--- config.mk ---
export PLATFORM = sky130hd
export DESIGN_NAME = pipe_reg
export DESIGN_NICKNAME = d
export VERILOG_FILES = /design/src/rtl/pipe_reg.sv
export SDC_FILE = /design/constraint.sdc
export NUM_CORES = 1
export LEC_CHECK = 0
export ABC_AREA = 1
export BUFFER_PORTS_ARGS = -buffer_cell sky130_fd_sc_hd__buf_2
export CORE_UTILIZATION = 47
export DETAILED_ROUTE_END_ITERATION = 16
export GPL_ROUTABILITY_DRIVEN = 0
export GPL_TIMING_DRIVEN = 0
export PLACE_DENSITY = 0.75
export SYNTH_ARGS = -nofsm -noshare
export SYNTH_HDL_FRONTEND = slang
export SYNTH_SLANG_ARGS = --single-unit
--- constraint.sdc ---
create_clock -name clk -period 1.25 [get_ports clk]
set_clock_uncertainty 0.1 [all_clocks]
set_input_delay 0.0625 -clock clk [delete_from_list [all_inputs] [get_ports clk]]
set_output_delay 0.0625 -clock clk [all_outputs]
set_load 0.01 [all_outputs]
--- src/rtl/pipe_reg.sv ---
// -----------------------------------------------------------------------------
// pipe_reg -- parametrised, stallable multi-stage pipeline register.
//
// A chain of `depth` register stages, each with its own valid bit, moving
// n-bit items from d to q under a valid/ready handshake. Items slide forward
// into empty stages even while the output is stalled, so holes close up
// toward the output. A synchronous flush discards everything stored. The
// number of valid stages is kept in a registered counter.
//
// Parameters:
//   n            data width in bits (>= 1)
//   depth        number of register stages (>= 1)
//   reset_value  value loaded into every data stage on reset
//
// Ports:
//   clk        in   1                   rising-edge clock
//   reset      in   1                   asynchronous reset, active low
//   flush      in   1                   synchronous flush of all stored items
//   in_valid   in   1                   upstream presents d
//   in_ready   out  1                   pipe accepts d this cycle
//   d          in   n                   data in
//   out_valid  out  1                   q holds a valid item
//   out_ready  in   1                   downstream accepts q this cycle
//   q          out  n                   data out (last stage register)
//   count      out  $clog2(depth+1)     number of valid stages
// -----------------------------------------------------------------------------
module pipe_reg #(
    parameter int unsigned   n           = 32,
    parameter int unsigned   depth       = 2,
    parameter logic [n-1:0]  reset_value = '0
) (
    input  logic                         clk,
    input  logic                         reset,
    input  logic                         flush,
    input  logic                         in_valid,
    output logic                         in_ready,
    input  logic [n-1:0]                 d,
    output logic                         out_valid,
    input  logic                         out_ready,
    output logic [n-1:0]                 q,
    output logic [$clog2(depth+1)-1:0]   count
);

    localparam int unsigned CW = $clog2(depth + 1);

    logic [n-1:0]     r_data [depth];
    logic [depth-1:0] r_valid;
    logic [CW-1:0]    r_count;

    logic [depth-1:0] w_adv;
    logic             w_in_xfer;
    logic             w_out_xfer;

    // A stage may load when it is empty or its successor is loading this edge.
    // The chain is walked from the output end; a local carry avoids a
    // self-referencing vector.
    always_comb begin : adv_chain
        logic chain;
        chain = out_ready;
        w_adv = '0;
        for (int i = int'(depth) - 1; i >= 0; i--) begin
            chain    = !r_valid[i] || chain;
            w_adv[i] = chain;
        end
    end

    // reset is asynchronous, so gating with it drops in_ready immediately.
    assign in_ready   = w_adv[0] && !flush && reset;
    assign out_valid  = r_valid[depth-1];
    assign q          = r_data[depth-1];
    assign count      = r_count;

    assign w_in_xfer  = in_valid && in_ready;
    assign w_out_xfer = out_valid && out_ready;

    always_ff @(posedge clk or negedge reset) begin
        if (!reset) begin
            r_valid <= '0;
            r_count <= '0;
            for (int i = 0; i < int'(depth); i++) begin
                r_data[i] <= reset_value;
            end
        end else if (flush) begin
            // Data registers hold; only the valid bits and count are cleared.
            r_valid <= '0;
            r_count <= '0;
        end else begin
            if (w_adv[0]) begin
                r_valid[0] <= in_valid;
                if (in_valid) begin
                    r_data[0] <= d;
                end
            end
            for (int i = 1; i < int'(depth); i++) begin
                if (w_adv[i]) begin
                    r_valid[i] <= r_valid[i-1];
                    // Moving a bubble forward leaves the old data in place.
                    if (r_valid[i-1]) begin
                        r_data[i] <= r_data[i-1];
                    end
                end
            end
            unique case ({w_in_xfer, w_out_xfer})
                2'b10:   r_count <= r_count + CW'(1);
                2'b01:   r_count <= r_count - CW'(1);
                default: r_count <= r_count;
            endcase
        end
    end

endmodule

==> Word-level counts from Yosys, hierarchy flattened <==
Cells that the tools add are included.
Widths: inputs -> output; s select.
{ "classes": {"n_bitwise": 1, "add_sub_neg": 2, "n_reduce_logical": 14, "muxes": 5, "n_eq_ne": 2} }
{ "ops": {"columns": ["op", "n"], "rows": [
  ["$reduce_and 3->1", 2],
  ["$logic_and 1x1->1", 4],
  ["$mux 2", 2],
  ["$pmux 2 s2", 1],
  ["$reduce_bool 2->1", 2],
  ["$logic_not 1->1", 3],
  ["$reduce_bool 3->1", 1],
  ["$add 2x1->2 const B", 1],
  ["$eq 2x1->1 const B", 1],
  ["$eq 2x2->1 const B", 1],
  ["$logic_or 1x1->1", 2],
  ["$mux 1", 2],
  ["$sub 2x1->2 const B", 1],
  ["$not 1->1", 1]
]} }
{ "word_totals": {"in_bits": 37, "word_cells": 29, "output_inout_bits": 36, "ff_bits": 68} }

==> Depth between registers and ports, before layout <==
Gate-level depths: netlist of run 1.
{ "logic_depth": {"depth_word": 9, "ltp_mapped": 7, "depth_no_buf": 7} }

==> Worst setup path after synthesis of run 1 <==
Ideal clock, no wire load.
{ "synth_path": {"kind": "flip-flop to flip-flop", "from": "register r_valid[1]", "to": "register r_data (netlist bit q[10])", "stages_incl_launch_ff": 7, "setup_ns": 0.130, "arrival_time_ns": 1.008, "path_slack_ns": 0.012, "period_less_slack_ns": 1.238, "path_cell_list": "dfrtp_1 nand2_1 nand3_2 buf_4 buf_4 nand2_1 o21ai_0"} }
{ "synth_between": {"elab_chain_len": 3} }
{ "synth_rtl": {"columns": ["item", "line", "text"], "rows": [
  ["start, declared", "47", "logic [depth-1:0] r_valid;"],
  ["start signal, assigned by index", "96", "r_valid[i] <= r_valid[i-1];"],
  ["$logic_not 1->1", "62", "chain = !r_valid[i] || chain;"],
  ["$logic_or 1x1->1", "62", null],
  ["$reduce_and 3->1 (no line)", null, null],
  ["end signal, assigned by index", "81", "r_data[i] <= reset_value;"],
  ["end signal, assigned by index", "99", "r_data[i] <= r_data[i-1];"],
  ["end, declared", "46", "logic [n-1:0] r_data [depth];"]
]} }
No other way between the ends.
A chain may end at the register's enable or synchronous reset.

==> Worst setup path in the final report of run 1 <==
{ "layout_path": {"from": "register r_valid[1]", "to": "output in_ready"} }
{ "layout_between": {"elab_chain_len": 5} }
{ "layout_rtl": {"columns": ["item", "line", "text"], "rows": [
  ["$logic_not 1->1", "62", null],
  ["$logic_or 1x1->1 (2 in series)", "62", null],
  ["$logic_and 1x1->1 (2 in series)", "68", "assign in_ready = w_adv[0] && !flush && reset;"],
  ["end, declared", "36", "output logic in_ready,"]
]} }
No other way between the ends.

==> results.yml, run 1 <==
route:
  drt_iter0_drc: 123
  wl_per_cell_um: 12.17
  dr.pass1.iters: 4
  drc: 0
  via_per_inst: 4.568
  antenna_left: 0
  vias: 2293
  drt-total-wl_mm: 6.107
pwr:
  combPwrFrac: 0.253
  p_sw_mw: 1.620
  share_seq_of_total_power: 0.476
  p_clk_frac: 0.271
  p_int_mw: 4.202
  total_power_mw: 5.821
  p_per_area_mw_per_mm2: 1473
  vdd_ir_drop_max_uv: 824.6
  switching_share: 0.2782
  p_leak_nw: 2.145
sta:
  fin_crit_sh: 1.028
  hold_viol_final: 68
  fmax_mhz: 778.6
  timing.final.ws_setup_ps: -34.42
  setup_viol: 6
  worst_pin_slew_ps: 635.0
  rsz0062_at_grt: "yes"
  drv_slew: 0
  whs_ps: -391.0
  fin_crit_ps: 1284
  relSlewSlack: 0.5767
clock_network:
  ctsLongestPathBuffers: 2
  cts_buffers: 9
  cts-root-buf: "clkbuf_8"
  hold_buffers: 36
  cts_sinks: 68
  clkTransAtPathRegs_ps: 70
  h-tree-depth: 3
  cts_tree: "built"
  insertion_delay_ps: 330
yosys:
  synth_warnings: 0
  ys_seq_elements: 68
  synth-seq-area-share: 0.5975
  synth_area_per_cell_um2: 9.461
  netlist_instances: 301
  netlist_area_mm2: 0.002848
  ys_types: 18
  syn_nets: 338
floorplan:
  row_count: 27
  core_area_mm2: 0.005675
  io_pins: 73
  die_h_um: 79.84
  dieWidth_um: 79.84
  die-area_mm2: 0.006374
  start_util: 0.5018
global_routing:
  antenna_found_initial: 0
  grt_pass1_vias: 2242
  grt_first_pass_wirelength_mm: 10.16
  grt_overflow_total: 0
  grt_max_degree: 72
  groute.usage.overall: 0.2143
critical_path:
  cpPeakStageDelay_ps: 380
  startpoint_type: "register"
  crit_required_ps: 1090
  critPathKind: "reg -> out"
  critPathSlowestCell: "dfrtp_1"
  path_cells: "nand3_2 > and3_1 > buf_2"
  worstPathArrival_ps: 1120
  critPathCapture: "in_ready"
  end_kind: "primary output"
  startpoint: "r_valid[1]"
  worstPathMaxFanout: 3
  r2r-end: "count[0]"
  reg2regPathDepth: 7
  r2r-start: "r_valid[1]"
  r2r_slack_ps: -30
finish:
  area_growth_pct: 38.80
  diodes: 0
  nNetsFinal: 463
  layout_commonest_cell: "buf_2"
  drive_above_1_share: 0.3326
  final_cell_mix: "71 x buf_2, 68 x dfrtp_1, 41 x buf_4"
  fillCellCount: 476
hold_path:
  hp-class: "in -> async"
status:
  status: "finished, violations left"
  failed_checks: "negative hold slack, negative setup slack"
place:
  dp_hpwl_mm: 3.511
  io_buffers: 72
flow_run:
  max_cap_viol_count: 0
-- registers in the layout, summed over array words and instances (netlist names) --
name and count:
q 32, count 2, r_data 32, r_valid 2
-- repair_timing --
| item | in CTS | in global routing |
|---|---|---|
| setup endpoints to repair | 61 | 66 |
| pin swaps | 2 | 3 |
| hold endpoints to repair | 104 | 68 |
| buffers inserted | 4 | 2 |
| gates cloned | 0 | 0 |
| gates resized for setup | 7 | 25 |
-- cell type report --
class | instances | area, um^2 | area share
Clock buffer | 13 | 158.9 | 0.04020
Sequential cell | 68 | 1702 | 0.4305
Buffer | 45 | 384.1 | 0.09718
Tap cell | 72 | 90.09 | 0.02279
Multi-Input combinational cell | 151 | 696.9 | 0.1763
Inverter | 37 | 138.9 | 0.03514
Clock inverter | 2 | 10.01 | 0.002532
Timing Repair Buffer | 114 | 772.0 | 0.1953
-- critical path, delay by kind of cell, from the launching register on --
kind                   cells  cell delay [ps]
DFF                        1              380
and+or+nand+nor            2              280
buffers and inverters      1              130
-- how the worst min path moves through the flow --
| stage | startpoint | cells past startpoint | to |
|---|---|---|---|
| 2_1_floorplan | reset | 0 | count[0] |
| 3_3_place_gp | flush | 2 | r_valid[0] |
| 3_5_place_dp | reset | 1 | count[1] |
| 5_1_grt | reset | 1 | count[0] |
| 4_1_cts | reset | 1 | count[1] |
| 6_report | reset | 1 | count[1] |
-- power by group through the flow --
stage | Combinational (mW) | Clock [mW] | Sequential (mW)
after CTS | 1.45 | 1.62 | 2.77
final | 1.47 | 1.58 | 2.77
after floorplan | 0.904 | 0 | 2.77
after detailed placement | 1.35 | 0 | 2.81
after global placement | 1.31 | 0 | 2.79
after global routing | 1.66 | 1.72 | 2.82
-- per-layer routing --
metal,GRT usage,vias up,share of wire
met5,0,-,0
met4,0.1089,0,0.025
li1,-,1163,-
met2,0.3547,51,0.49
met3,0.03886,14,0.027
met1,0.2683,1065,0.46
-- synthesized netlist by cell type --
library cell / number / area share
and3_1: 1 / 0.0022
nand3_2: 2 / 0.0070
buf_2: 7 / 0.012
o21ai_1: 22 / 0.039
o21ai_0: 11 / 0.019
nand3_1: 3 / 0.0053
nor2_1: 33 / 0.043
xor2_1: 1 / 0.0031
dfrtp_1: 68 / 0.60
nand2_1: 40 / 0.053
inv_2: 1 / 0.0013
nand2_4: 1 / 0.0040
inv_1: 36 / 0.047
a21oi_1: 33 / 0.058
nand4_1: 3 / 0.0066
nor2_2: 1 / 0.0022
buf_4: 37 / 0.098
clkbuf_1: 1 / 0.0013
-- kinds of logic after synthesis --
family	synth area share
AO/OA/AOI/OAI	0.1160
XOR/XNOR	0.003076
flip-flops	0.5975
buffers and inverters	0.1599
AND/OR/NAND/NOR	0.1235
-- through the flow --
step | instances | util | cell area, um^2 | setup WS, ps | TNS, ps
final | 502 | 0.6964 | 3953 | -34.42 | -91.77
after global routing | 502 | 0.6964 | 3953 | -106.9 | -1628
after CTS | 500 | 0.6839 | 3881 | -39.46 | -511.7
after detailed placement | 445 | 0.5816 | 3301 | -324.2 | -2362
after global placement | 445 | 0.5811 | 3298 | -820.7 | -23130
after floorplan | 301 | - | 2848 | 11.83 | 0
Note: power is estimated with default switching activity, not from simulation.
==> run 2, diff against run 1 <==
Settings changed: CORE_ASPECT_RATIO from default to 0.5.
==> results.yml, run 2 (synthesized netlist as in run 1, its figures left out) <==
pwr:
  switching_share: 0.2637
  p_per_area_mw_per_mm2: 1670
  p_int_mw: 5.153
  p_leak_nw: 2.227
  combPwrFrac: 0.220
  p_sw_mw: 1.846
  share_seq_of_total_power: 0.399
  vdd_ir_drop_max_uv: 937.6
  total_power_mw: 6.999
  p_clk_frac: 0.381
route:
  via_per_inst: 4.796
  dr.pass1.iters: 10
  vias: 2417
  drt-total-wl_mm: 6.869
  drc: 3
  wl_per_cell_um: 13.63
  antenna_left: 0
  drt_iter0_drc: 98
hold_path:
  hp-class: "in -> async"
sta:
  hold_viol_final: 68
  fmax_mhz: 732.2
  whs_ps: -356.3
  rsz0062_at_grt: "yes"
  timing.final.ws_setup_ps: -115.7
  worst_pin_slew_ps: 628.1
  fin_crit_sh: 1.093
  setup_viol: 47
  fin_crit_ps: 1366
  drv_slew: 0
  relSlewSlack: 0.5813
finish:
  layout_commonest_cell: "buf_2"
  nNetsFinal: 463
  final_cell_mix: "70 x buf_2, 67 x dfrtp_1, 38 x buf_4"
  diodes: 0
  fillCellCount: 380
  drive_above_1_share: 0.3619
  fin_area_mm2: 0.004190
  post-route-util: 0.7406
  area_growth_pct: 47.14
critical_path:
  startpoint_type: "register"
  r2r-end: "r_data[44]"
  r2r_slack_ps: -60
  end_kind: "primary output"
  crit_required_ps: 1090
  r2r-start: "r_valid[1]"
  reg2regPathDepth: 5
  worstPathArrival_ps: 1200
  worstPathMaxFanout: 4
  critPathKind: "reg -> out"
global_routing:
  antenna_found_initial: 0
  grt_pass1_vias: 2361
  grt_overflow_total: 0
  groute.usage.overall: 0.2244
  grt_max_degree: 72
  grt_first_pass_wirelength_mm: 10.85
clock_network:
  cts_tree: "built"
  cts_sinks: 68
  ctsLongestPathBuffers: 2
  insertion_delay_ps: 330
  cts_buffers: 9
  cts-root-buf: "clkbuf_16"
  hold_buffers: 35
  h-tree-depth: 3
  clkTransAtPathRegs_ps: 50
place:
  dp_hpwl_mm: 3.822
  placed_area_mm2: 0.003302
  io_buffers: 72
  place_ws_ps: -297.5
floorplan:
  die-area_mm2: 0.006393
  dieWidth_um: 112.1
  io_pins: 73
  core_area_mm2: 0.005658
  row_count: 19
  die_h_um: 57.04
  start_util: 0.5033
status:
  failed_checks: "design-rule violations, negative hold slack, negative setup slack"
  status: "finished, violations left"
flow_run:
  max_cap_viol_count: 0
## run 2: metal layers
| layer | track usage | share of wire | vias to the layer above |
|---|---|---|---|
| met2 | 0.3913 | 0.51 | 63 |
| met5 | 0 | 0 | - |
| met1 | 0.2662 | 0.43 | 1179 |
| met4 | 0.1010 | 0.018 | 0 |
| met3 | 0.06270 | 0.040 | 11 |
| li1 | - | - | 1164 |
## run 2: how the worst max path moves through the flow
stage                from  endpoint  cells after the start
2_1_floorplan  r_valid[1]     q[10]                      6
3_3_place_gp        reset  count[1]                      4
3_5_place_dp        reset  count[0]                      5
4_1_cts        r_valid[0]  in_ready                      3
5_1_grt        r_valid[1]  in_ready                      3
6_report       r_valid[1]  in_ready                      3
## run 2: power groups by stage
stage	clock network (mW)	registers, mW	logic (mW)
4_1_cts	2.69	2.78	1.49
3_3_place_gp	0	2.79	1.31
6_report	2.67	2.79	1.54
3_5_place_dp	0	2.81	1.36
5_1_grt	2.80	2.83	1.69
2_1_floorplan	0	2.77	0.904
## run 2: through the flow
stage	instances	setup TNS, ps
2_1_floorplan	301	0
3_3_place_gp	446	-17030
3_5_place_dp	446	-3087
4_1_cts	502	-102.3
5_1_grt	504	-3938
6_report	504	-1327
## run 2: cell type report
class / instances / area [um^2] / area share
clock buffers: 10 / 229.0 / 0.05464
clock inverters: 6 / 88.84 / 0.02120
plain buffers: 45 / 380.4 / 0.09077
well taps: 73 / 91.34 / 0.02180
multi-input cells: 151 / 758.2 / 0.1809
inverters: 37 / 138.9 / 0.03314
flip-flops and latches: 68 / 1703 / 0.4064
repair buffers: 114 / 800.8 / 0.1911
## run 2: repair_timing
item	in CTS	in global routing
pin swaps	3	5
gates resized for setup	19	27
cloned	0	1
setup buffers	5	1
hold endpoints to repair	103	68
setup endpoints to repair	61	68
## run 2: worst max-delay path, stage by stage, from the launching register on
cell and delay (ps):
dfrtp_2 440, nand3_4 140, and3_4 190, buf_6 100
==> run 3, diff against run 2 <==
Settings changed: BUFFER_PORTS_ARGS -buffer_cell sky130_fd_sc_hd__buf_2 to default, CORE_UTILIZATION 47 to 55, DONT_BUFFER_PORTS from default to 1, PLACE_DENSITY 0.75 to 0.73.
==> results.yml, run 3 (synthesized netlist as in run 1, its figures left out) <==
status:
  status: "finished, violations left"
  failed_checks: "negative hold slack, negative setup slack"
finish:
  final-seq-area_mm2: 0.001703
  multiInputGateArea_um2: 795.8
  area_growth_pct: 32.56
  final_cell_mix: "67 x dfrtp_1, 36 x inv_1, 36 x nand2_1, 36 x buf_4, 34 x dlygate4sd3_1"
  fin_area_mm2: 0.003775
  diodes: 0
  final_cells: 427
  nNetsFinal: 389
  layout_commonest_cell: "dfrtp_1"
  drive_above_1_share: 0.2633
  fillCellCount: 358
clock_network:
  cts_buffers: 9
  cts_tree: "built"
  insertion_delay_ps: 330
  cts_sinks: 68
  hold_buffers: 35
  ctsLongestPathBuffers: 2
  clkTransAtPathRegs_ps: 70
  h-tree-depth: 3
  cts-root-buf: "clkbuf_8"
sta:
  whs_ps: -675.7
  timing.final.ws_setup_ps: -44.76
  relSlewSlack: 0.8184
  fmax_mhz: 772.3
  worst_pin_slew_ps: 272.5
  fin_crit_sh: 1.036
  fin_crit_ps: 1295
  drv_slew: 0
  setup_viol: 26
  hold_viol_final: 68
  rsz0062_at_grt: "yes"
pwr:
  p_clk_frac: 0.352
  switching_share: 0.2543
  p_per_area_mw_per_mm2: 1653
  total_power_mw: 6.241
  p_int_mw: 4.654
  p_sw_mw: 1.587
  share_seq_of_total_power: 0.449
  vdd_ir_drop_max_uv: 851.8
  p_leak_nw: 1.902
  combPwrFrac: 0.199
critical_path:
  end_kind: "register"
  cpPeakStageDelay_ps: 460
  startpoint_type: "register"
  worstPathMaxFanout: 10
  critPathKind: "reg -> reg"
  reg2regPathDepth: 6
  path_cells: "nand2_2 > nand3_4 > buf_6 > buf_8 > nand2_1 > o21ai_1"
  crit_required_ps: 1360
  worstPathArrival_ps: 1400
  critPathSlowestCell: "dfrtp_2"
place:
  placed_area_mm2: 0.002935
  io_buffers: 0
  dp.cells: 371
  dp_hpwl_mm: 3.540
route:
  dr.pass1.iters: 4
  vias: 2098
  drt-total-wl_mm: 6.029
  wl_per_cell_um: 14.12
  antenna_left: 0
  via_per_inst: 4.913
  drc: 0
  drt_iter0_drc: 81
global_routing:
  antenna_found_initial: 0
  grt_first_pass_wirelength_mm: 9.052
  groute.usage.overall: 0.2233
  grt_overflow_total: 0
  grt_max_degree: 72
  grt_pass1_vias: 1997
floorplan:
  start_util: 0.5747
  die_h_um: 52.88
  core_area_mm2: 0.004955
  dieWidth_um: 103.8
  io_pins: 73
  die-area_mm2: 0.005487
  row_count: 18
flow_run:
  max_cap_viol_count: 0
hold_path:
  hp-class: "in -> async"
==> run 3: metal layers <==
metal / vias up / routed length [um] / track usage / part of all wire
met5: - / 0 / 0 / 0
li1: 1014 / - / - / -
met1: 1020 / 2676 / 0.2660 / 0.44
met4: 0 / 76 / 0.1024 / 0.013
met2: 56 / 3008 / 0.3826 / 0.50
met3: 8 / 267 / 0.07266 / 0.044
==> run 3: critical path, delay by kind of cell (launching register included) <==
kind / cells / cell delay (ps)
buffers and inverters: 2 / 280
flip-flops: 1 / 460
AO/OA/AOI/OAI: 1 / 60
AND/OR/NAND/NOR: 3 / 270
==> run 3: timing repair <==
action / in CTS / in global routing
setup endpoints to repair: 67 / 68
setup buffers: 1 / 3
gates cloned: 1 / 1
endpoints found under the hold margin: 104 / 68
gates resized for setup: 33 / 32
pin swaps: 2 / 5
==> run 3: cell type report <==
type                    count  share of cell area
flip-flops and latches     68              0.4511
multi-input cells         151              0.2108
repair buffers             41              0.1110
clock buffers              12             0.04110
clock inverters             4             0.02519
inverters                  37             0.03679
plain buffers              44              0.1008
well taps                  70             0.02320
==> run 3: final timing paths <==
check                             endpoint        from  slack, ps
worst max register to register        q[7]  r_valid[1]        -40
min in group clk                  count[0]   out_ready         40
worst min register to register       q[10]       q[10]        390
worst min-delay path                 q[21]       reset       -680
max in group asynchronous       r_valid[1]       reset       1600
worst max-delay path                  q[7]  r_valid[1]        -40
==> run 3: through the flow <==
step	setup WS [ps]	setup TNS, ps	utilization	hold WS, ps
2_1_floorplan	11.83	0	-	-333.1
3_3_place_gp	-84.88	-4049	0.5924	-331.9
3_5_place_dp	-132.5	-5592	0.5924	-332.3
4_1_cts	-31.83	-443.8	0.7313	-693.1
5_1_grt	-92.33	-2318	0.7619	-702.7
6_report	-44.76	-677.2	0.7619	-675.7
==> run 3: power groups by stage <==
stage	clock, mW	sequential (mW)	combinational, mW
2_1_floorplan	0	2.77	0.904
3_3_place_gp	0	2.81	0.989
3_5_place_dp	0	2.83	1.03
4_1_cts	2.24	2.80	1.17
5_1_grt	2.33	2.85	1.36
6_report	2.20	2.80	1.24
